===== config.mk =====
export PLATFORM = sky130hd
export DESIGN_NAME = video_out_stage
export DESIGN_NICKNAME = d
export VERILOG_FILES = /design/src/rtl/video_pkg.sv /design/src/rtl/video_out_stage_if.sv /design/src/rtl/video_timing_meter.sv /design/src/rtl/video_out_stage.sv
export SDC_FILE = /design/constraint.sdc
export NUM_CORES = 1
export LEC_CHECK = 0
export ABC_AREA = 1
export BUFFER_PORTS_ARGS = -buffer_cell sky130_fd_sc_hd__buf_2
export CAP_MARGIN = 25
export CORE_MARGIN = 2
export CORE_UTILIZATION = 34
export DETAILED_ROUTE_END_ITERATION = 12
export GPL_TIMING_DRIVEN = 0
export PLACE_DENSITY = 0.8
export SYNTH_ARGS = -nofsm -noshare
export SYNTH_HDL_FRONTEND = slang
export SYNTH_SLANG_ARGS = --single-unit

===== constraint.sdc =====
create_clock -name clk_pixel -period 0.8 [get_ports clk_pixel]
set_input_delay 0.08 -clock clk_pixel [delete_from_list [all_inputs] [get_ports clk_pixel]]
set_output_delay 0.08 -clock clk_pixel [all_outputs]
set_load 0.1 [all_outputs]

===== src/rtl/video_pkg.sv =====
`default_nettype none
// ============================================================================
// Module  : video_pkg
// Purpose : Shared timing width, saturating increment and colour replication
//           index helper for the video output stage.
// Revision: 1.0  initial release
// ============================================================================
package video_pkg;

  localparam int unsigned TIMING_W = 12;

  typedef logic [TIMING_W-1:0] timing_t;

  localparam timing_t TIMING_MAX = '1;
  localparam timing_t TIMING_ONE = timing_t'(1);

  // Source bit feeding output bit position out_idx (counted from the MSB).
  // Cyclic MSB-first replication; for in_w >= out_w this selects the MSBs.
  function automatic int rep_src_bit(input int out_idx, input int in_w);
    return in_w - 1 - (out_idx % in_w);
  endfunction

  function automatic timing_t sat_inc(input timing_t v);
    return (v == TIMING_MAX) ? v : v + TIMING_ONE;
  endfunction

endpackage
`default_nettype wire


===== src/rtl/video_out_stage_if.sv =====
`default_nettype none
// ============================================================================
// Module  : video_out_stage_if
// Purpose : Measured video timing bundle (totals, active counts, stability).
// Revision: 1.0  initial release
// ============================================================================
interface video_out_stage_if;
  import video_pkg::*;

  timing_t h_total;
  timing_t h_active;
  timing_t v_total;
  timing_t v_active;
  logic    timing_stable;

  modport master (output h_total, h_active, v_total, v_active, timing_stable);
  modport slave  (input  h_total, h_active, v_total, v_active, timing_stable);

endinterface
`default_nettype wire


===== src/rtl/video_timing_meter.sv =====
`default_nettype none
// ============================================================================
// Module  : video_timing_meter
// Purpose : Measures line/frame totals and active counts from normalised sync.
// Revision: 1.0  initial release
// ============================================================================
module video_timing_meter
  import video_pkg::*;
(
  input  logic              clk_pixel,
  input  logic              reset,
  input  logic              hsync,
  input  logic              vsync,
  input  logic              blank,
  video_out_stage_if.master meas
);

  logic    hs_prev_q, hs_prev_d, vs_prev_q, vs_prev_d;
  logic    line_armed_q, line_armed_d, frame_armed_q, frame_armed_d;
  timing_t pix_cnt_q, pix_cnt_d, act_cnt_q, act_cnt_d;
  timing_t line_cnt_q, line_cnt_d, line_act_q, line_act_d;
  timing_t h_total_q, h_total_d, h_active_q, h_active_d;
  timing_t v_total_q, v_total_d, v_active_q, v_active_d;
  logic [4*TIMING_W-1:0] snap_q, snap_d;
  logic    snap_valid_q, snap_valid_d;
  logic    cmp_pend_q, cmp_pend_d;
  logic    stable_q, stable_d;
  logic    line_start, frame_start;

  assign line_start  = hsync & ~hs_prev_q;
  assign frame_start = vsync & ~vs_prev_q;

  always_comb begin
    hs_prev_d     = hsync;
    vs_prev_d     = vsync;
    line_armed_d  = line_armed_q;
    frame_armed_d = frame_armed_q;
    pix_cnt_d     = pix_cnt_q;
    act_cnt_d     = act_cnt_q;
    line_cnt_d    = line_cnt_q;
    line_act_d    = line_act_q;
    h_total_d     = h_total_q;
    h_active_d    = h_active_q;
    v_total_d     = v_total_q;
    v_active_d    = v_active_q;
    snap_d        = snap_q;
    snap_valid_d  = snap_valid_q;
    cmp_pend_d    = 1'b0;
    stable_d      = stable_q;

    // The first line start after reset only arms; its line is partial.
    if (line_start) begin
      line_armed_d = 1'b1;
      pix_cnt_d    = TIMING_ONE;
      act_cnt_d    = blank ? '0 : TIMING_ONE;
      if (line_armed_q) begin
        h_total_d  = pix_cnt_q;
        h_active_d = act_cnt_q;
        line_cnt_d = sat_inc(line_cnt_q);
        if (act_cnt_q != '0) begin
          line_act_d = sat_inc(line_act_q);
        end
      end
    end else begin
      pix_cnt_d = sat_inc(pix_cnt_q);
      if (!blank) begin
        act_cnt_d = sat_inc(act_cnt_q);
      end
    end

    // Frame latch sees the line counts already advanced by a coincident line start.
    if (frame_start) begin
      frame_armed_d = 1'b1;
      if (frame_armed_q) begin
        v_total_d  = line_cnt_d;
        v_active_d = line_act_d;
        cmp_pend_d = 1'b1;
      end
      line_cnt_d = '0;
      line_act_d = '0;
    end

    if (cmp_pend_q) begin
      stable_d     = snap_valid_q &&
                     (snap_q == {h_total_q, h_active_q, v_total_q, v_active_q});
      snap_d       = {h_total_q, h_active_q, v_total_q, v_active_q};
      snap_valid_d = 1'b1;
    end
  end

  always_ff @(posedge clk_pixel) begin
    if (reset) begin
      hs_prev_q     <= 1'b0;
      vs_prev_q     <= 1'b0;
      line_armed_q  <= 1'b0;
      frame_armed_q <= 1'b0;
      pix_cnt_q     <= '0;
      act_cnt_q     <= '0;
      line_cnt_q    <= '0;
      line_act_q    <= '0;
      h_total_q     <= '0;
      h_active_q    <= '0;
      v_total_q     <= '0;
      v_active_q    <= '0;
      snap_q        <= '0;
      snap_valid_q  <= 1'b0;
      cmp_pend_q    <= 1'b0;
      stable_q      <= 1'b0;
    end else begin
      hs_prev_q     <= hs_prev_d;
      vs_prev_q     <= vs_prev_d;
      line_armed_q  <= line_armed_d;
      frame_armed_q <= frame_armed_d;
      pix_cnt_q     <= pix_cnt_d;
      act_cnt_q     <= act_cnt_d;
      line_cnt_q    <= line_cnt_d;
      line_act_q    <= line_act_d;
      h_total_q     <= h_total_d;
      h_active_q    <= h_active_d;
      v_total_q     <= v_total_d;
      v_active_q    <= v_active_d;
      snap_q        <= snap_d;
      snap_valid_q  <= snap_valid_d;
      cmp_pend_q    <= cmp_pend_d;
      stable_q      <= stable_d;
    end
  end

  assign meas.h_total       = h_total_q;
  assign meas.h_active      = h_active_q;
  assign meas.v_total       = v_total_q;
  assign meas.v_active      = v_active_q;
  assign meas.timing_stable = stable_q;

endmodule
`default_nettype wire


===== src/rtl/video_out_stage.sv =====
`default_nettype none
// ============================================================================
// Module  : video_out_stage
// Purpose : Colour depth conversion, sync normalisation, blanking and an
//           aligned output pipeline; timing measurement when
//           VIDEO_OUT_MEASURE_EN is defined.
// Revision: 1.0  initial release
// ============================================================================
module video_out_stage
  import video_pkg::*;
#(
  parameter int   C_bits_r = 2,
  parameter int   C_bits_g = 3,
  parameter int   C_bits_b = 3,
  parameter int   C_depth  = 3,
  parameter int   C_pipe   = 1,
  parameter logic C_hs_pol = 1'b1,
  parameter logic C_vs_pol = 1'b1
) (
  input  logic                clk_pixel,
  input  logic                reset,
  input  logic [C_bits_r-1:0] in_red,
  input  logic [C_bits_g-1:0] in_green,
  input  logic [C_bits_b-1:0] in_blue,
  input  logic                in_hsync,
  input  logic                in_vsync,
  input  logic                in_blank,
  output logic [C_depth-1:0]  out_red,
  output logic [C_depth-1:0]  out_green,
  output logic [C_depth-1:0]  out_blue,
  output logic                out_hsync,
  output logic                out_vsync,
  output logic                out_blank,
  output timing_t             h_total,
  output timing_t             h_active,
  output timing_t             v_total,
  output timing_t             v_active,
  output logic                timing_stable
);

  localparam int PW = 3 * C_depth + 3;
  // Stage layout {red, green, blue, hsync, vsync, blank}; reset is blank only.
  localparam logic [PW-1:0] PIPE_RST = {{(PW-1){1'b0}}, 1'b1};

  logic [C_depth-1:0]   red_exp, green_exp, blue_exp;
  logic [3*C_depth-1:0] colour_in;
  logic                 hs_n, vs_n;
  logic                 unused_in;
  logic [PW-1:0]        pipe_d [C_pipe];
  logic [PW-1:0]        pipe_q [C_pipe];

  for (genvar k = 0; k < C_depth; k++) begin : g_expand
    assign red_exp[C_depth-1-k]   = in_red[rep_src_bit(k, C_bits_r)];
    assign green_exp[C_depth-1-k] = in_green[rep_src_bit(k, C_bits_g)];
    assign blue_exp[C_depth-1-k]  = in_blue[rep_src_bit(k, C_bits_b)];
  end

  // Dropped LSBs of a narrowed channel are intentionally ignored.
  assign unused_in = ^{in_red, in_green, in_blue};

  assign hs_n      = ~(in_hsync ^ C_hs_pol);
  assign vs_n      = ~(in_vsync ^ C_vs_pol);
  assign colour_in = in_blank ? '0 : {red_exp, green_exp, blue_exp};

  always_comb begin
    pipe_d[0] = {colour_in, hs_n, vs_n, in_blank};
    for (int i = 1; i < C_pipe; i++) begin
      pipe_d[i] = pipe_q[i-1];
    end
  end

  always_ff @(posedge clk_pixel) begin
    for (int i = 0; i < C_pipe; i++) begin
      if (reset) begin
        pipe_q[i] <= PIPE_RST;
      end else begin
        pipe_q[i] <= pipe_d[i];
      end
    end
  end

  assign {out_red, out_green, out_blue, out_hsync, out_vsync, out_blank} = pipe_q[C_pipe-1];

`ifdef VIDEO_OUT_MEASURE_EN
  video_out_stage_if u_meas_if ();

  video_timing_meter u_meter (
    .clk_pixel (clk_pixel),
    .reset     (reset),
    .hsync     (hs_n),
    .vsync     (vs_n),
    .blank     (in_blank),
    .meas      (u_meas_if)
  );

  assign h_total       = u_meas_if.h_total;
  assign h_active      = u_meas_if.h_active;
  assign v_total       = u_meas_if.v_total;
  assign v_active      = u_meas_if.v_active;
  assign timing_stable = u_meas_if.timing_stable;
`else
  assign h_total       = '0;
  assign h_active      = '0;
  assign v_total       = '0;
  assign v_active      = '0;
  assign timing_stable = 1'b0;
`endif

endmodule
`default_nettype wire


==> impl.org <==
** Outcome
- The run finished, with violations left.
- The checks that failed: negative setup slack.

** Drt
- Via count :: 568
- For this run, the detailed router's first-pass iteration total came to 1.
- ANT nets after route :: 0
- Routed length per instance :: 8.29 um
- Total wire length :: ~1600 um
- Ratio of routed vias to standard cells :: around 3
- Residual DRC count :: 0
- For this block, the initial DRC count from the detailed router was 0.

** Place
- Area after DPL :: 1040 um2
- Routability-driven placement congestion ratio :: 0.638
- Placed cells :: 184
- Port buffering added 24 buffers.
- Detailed Place HPWL :: 1060 um

** Logic synthesis
- Xor and xnor area share after synthesis :: 0%
- Share of the synthesized area in the top cell type :: 54.2%
- In this run, synthesis inferred 0 flip-flops with an integrated enable.
- The most common cell in the synthesized netlist is sky130_fd_sc_hd__buf_4.
- Multiplexer share of the synthesized area :: 0%
- Synth Area in Compound Gates :: 0%
- Cells after synthesis :: between 80 and 90
- The most used flip-flop cell after synthesis is sky130_fd_sc_hd__dfxtp_1.
- Fraction of the mapped netlist area in adder cells :: 0%
- Avg Inst Size Synth :: 8.15 um2
- In this run, distinct cell masters in the synthesized netlist total 7.
- Top cells by area, synth :: sky130_fd_sc_hd__buf_4 (54%), sky130_fd_sc_hd__dfxtp_1 (32%), sky130_fd_sc_hd__inv_1 (6.0%)
- Of all flip-flops after synthesis, the portion carrying an async set or reset was 0%.
- Summing the areas of all and, or, nand and nor instances in the mapped netlist gives slightly above 7% of the synthesized area.
- Synthesized cell area :: 693 um2
- Share of synthesized area occupied by flip-flops and latches :: between 30% and 40%
- Number of synthesis warnings :: 0
- Combinational family with the most area after synthesis :: buffers and inverters
- The largest total area in the synthesized netlist belongs to sky130_fd_sc_hd__buf_4.
- Leading post-synthesis cells by instance count :: sky130_fd_sc_hd__buf_4 (50), sky130_fd_sc_hd__dfxtp_1 (11), sky130_fd_sc_hd__inv_1 (11)
- Post-synthesis sequential element count :: 11

** Final layout
- Area growth from synthesis to final layout :: 83.8%
- Area taken by flip-flops and latches :: around 240 um2
- Multi-input combinational cell area :: 251 um2
- Once layout is complete, the cells apart from fillers number 189.
- Number of diodes added for antenna fixing :: 0
- The final layout contains 176 nets.
- Cells with a size suffix above 1 make up 56.2% of the layout.
- For this run, the share of the core covered by cells in the final layout is 65.6%.
- Largest registers :: pipe_q x11
- The layout has between 150 and 200 filler cells.
- Final standard cell area without fillers :: around 1300 um2
- The register with the most flip-flops in the layout has 11 of them.
- Register bank with the most flops :: pipe_q

** Setup path
- The setup path with the least slack is of type reg2out.
- Worst-path maximum fanout :: 2
- For the worst setup path, the data required time is 0.72 ns.
- STA classifies the critical path endpoint as an output port.
- Data on the critical path arrives at its endpoint at 0.88 ns.
- Kind of start point of the critical path :: flop

** STA
- Final hold violation count :: 0
- Time the worst path needs with I/O delays and setup :: approximately 0.96 ns
- Number of setup violations in the final report :: 12
- Highest attainable clock frequency :: 1.04 GHz
- Summed negative setup slack over all endpoints :: -0.856 ns
- Setup repair after global routing missed its margin :: true
- The total count of max-transition violations in the final report was 0.
- The worst path uses 120% of the clock period.
- In the post-route analysis, the smallest setup slack over all paths is -0.160 ns.

** Worst hold path
- Class of the tightest hold or removal check :: in2reg
- The worst hold path begins at in_vsync.
- The path with the worst hold slack has its endpoint at pipe_q[0][1]$_SDFF_PP0_.
- Along the worst hold path, the cell count comes to 3.

** GRT
- Antenna violations before repair :: 0
- Global routing used between 10% and 20% of the available tracks across all layers.
- For this run the aggregate overflow at the end of global routing stands at 0.
- Via count of the first global-routing pass :: 540
- The first global-routing pass estimated 2350 um of wire.
- Pin count of the biggest net entering global routing :: 10

** Floorplanning
- For this configuration, the core starts out at a cell density of 35.7%.
- Number of top-level pins :: 74
- Core Footprint :: slightly below 2000 um2
- The die covers about 2400 um2.
- From left edge to right edge, the die measures a little under 50 um.
- Number of standard-cell rows in the floorplan :: 16
- Vertical extent of the die :: 49.2 um

** Clock network
- In this run, CTS created clock tree buffers numbering 3.
- Clock tree synthesis selected as its root buffer the cell sky130_fd_sc_hd__clkbuf_4.
- CTS tree :: built
- Post-CTS setup-driven buffer insertion count :: 0
- Clock-pin slew was measured on the worst setup and hold paths at 0.07 ns.
- CTS saw 11 sinks.
- Counting along the longest clock path gives a buffer depth of 2.
- In this run the number of H-tree levels came out at 1.

** Pwr
- P per Cell Area :: 1990 nW/um2
- Worst-case vdd ir drop :: between 1 and 1.5 mV
- Leak pwr :: 0.798 nW

** Run
- Max Cap Violations :: 0
placed cells by master, fill, tap and decap left out, types with 2 or more instances in the layout:
| master | instances |
|---|---|
| sky130_fd_sc_hd__dfxtp_2 | 10 |
| sky130_fd_sc_hd__nor2_1 | 9 |
| sky130_fd_sc_hd__buf_4 | 49 |
| sky130_fd_sc_hd__clkbuf_4 | 3 |
| sky130_fd_sc_hd__inv_1 | 11 |
| sky130_fd_sc_hd__buf_2 | 11 |
| sky130_fd_sc_hd__nand2_4 | 2 |
| sky130_fd_sc_hd__conb_1 | 49 |
| sky130_fd_sc_hd__buf_12 | 11 |
| sky130_fd_sc_hd__buf_6 | 2 |
timing repair:
action,CTS,global route
hold endpoints to repair,1,0
gates resized for setup,47,5
pin swaps,0,1
gates cloned,0,1
hold buffers,1,0
setup endpoints to repair,12,20
cell type report:
cell class                 instances  area share [%]
timing repair buffer              24            23.5
multi-input combinational         61            19.7
sequential                        11            18.6
buffer                            50            29.8
tap                               27            2.65
inverter                          12            3.73
clock buffer                       4            2.06
power breakdown:
group / internal, mW / switching [mW]
combinational: 0.298 / 1.28
clock: 0.192 / 0.166
sequential: 0.575 / 0.0217
total: 1.07 / 1.47
stage by stage:
stage               total power [mW]  setup WS (ns)  hold WS, ns
finish                          2.53         -0.160       0.0161
global route                    2.61         -0.183       0.0234
floorplan                       2.00         -0.142        0.144
CTS                             2.50         -0.157       0.0149
detailed placement              2.05        -0.0930        0.276
global placement                2.05        -0.0897        0.274
worst max path at each step:
stage | from | end | slack (ns) | cells past startpoint
floorplan | pipe_q[0][9]$_SDFF_PP0_ | out_red[2] | -0.14 | 1
global placement | pipe_q[0][9]$_SDFF_PP0_ | out_red[2] | -0.09 | 2
detailed placement | pipe_q[0][9]$_SDFF_PP0_ | out_red[2] | -0.09 | 2
CTS | pipe_q[0][9]$_SDFF_PP0_ | out_red[2] | -0.16 | 2
global route | pipe_q[0][9]$_SDFF_PP0_ | out_red[2] | -0.18 | 2
finish | pipe_q[0][9]$_SDFF_PP0_ | out_red[2] | -0.16 | 2
per-layer routing:
layer	vias to the layer above	global-route usage [%]	part of all wire, %
li1	299	-	-
met1	223	12.7	29
met2	44	23.9	59
met3	2	3.37	11
met4	0	7.14	0.45
met5	-	0	0
kinds of logic (layout without fill, tap and decap cells):
| logic type | Yosys count | after routing |
|---|---|---|
| other | 1 | 49 |
| buffers and inverters | 62 | 90 |
| DFF | 11 | 11 |
| and+or+nand+nor | 11 | 12 |
critical path: stages, from the launching register on:
cell and delay (ns):
sky130_fd_sc_hd__dfxtp_4 0.35, sky130_fd_sc_hd__buf_6 0.11, sky130_fd_sc_hd__buf_12 0.15
(Power assumes the default switching activity.)
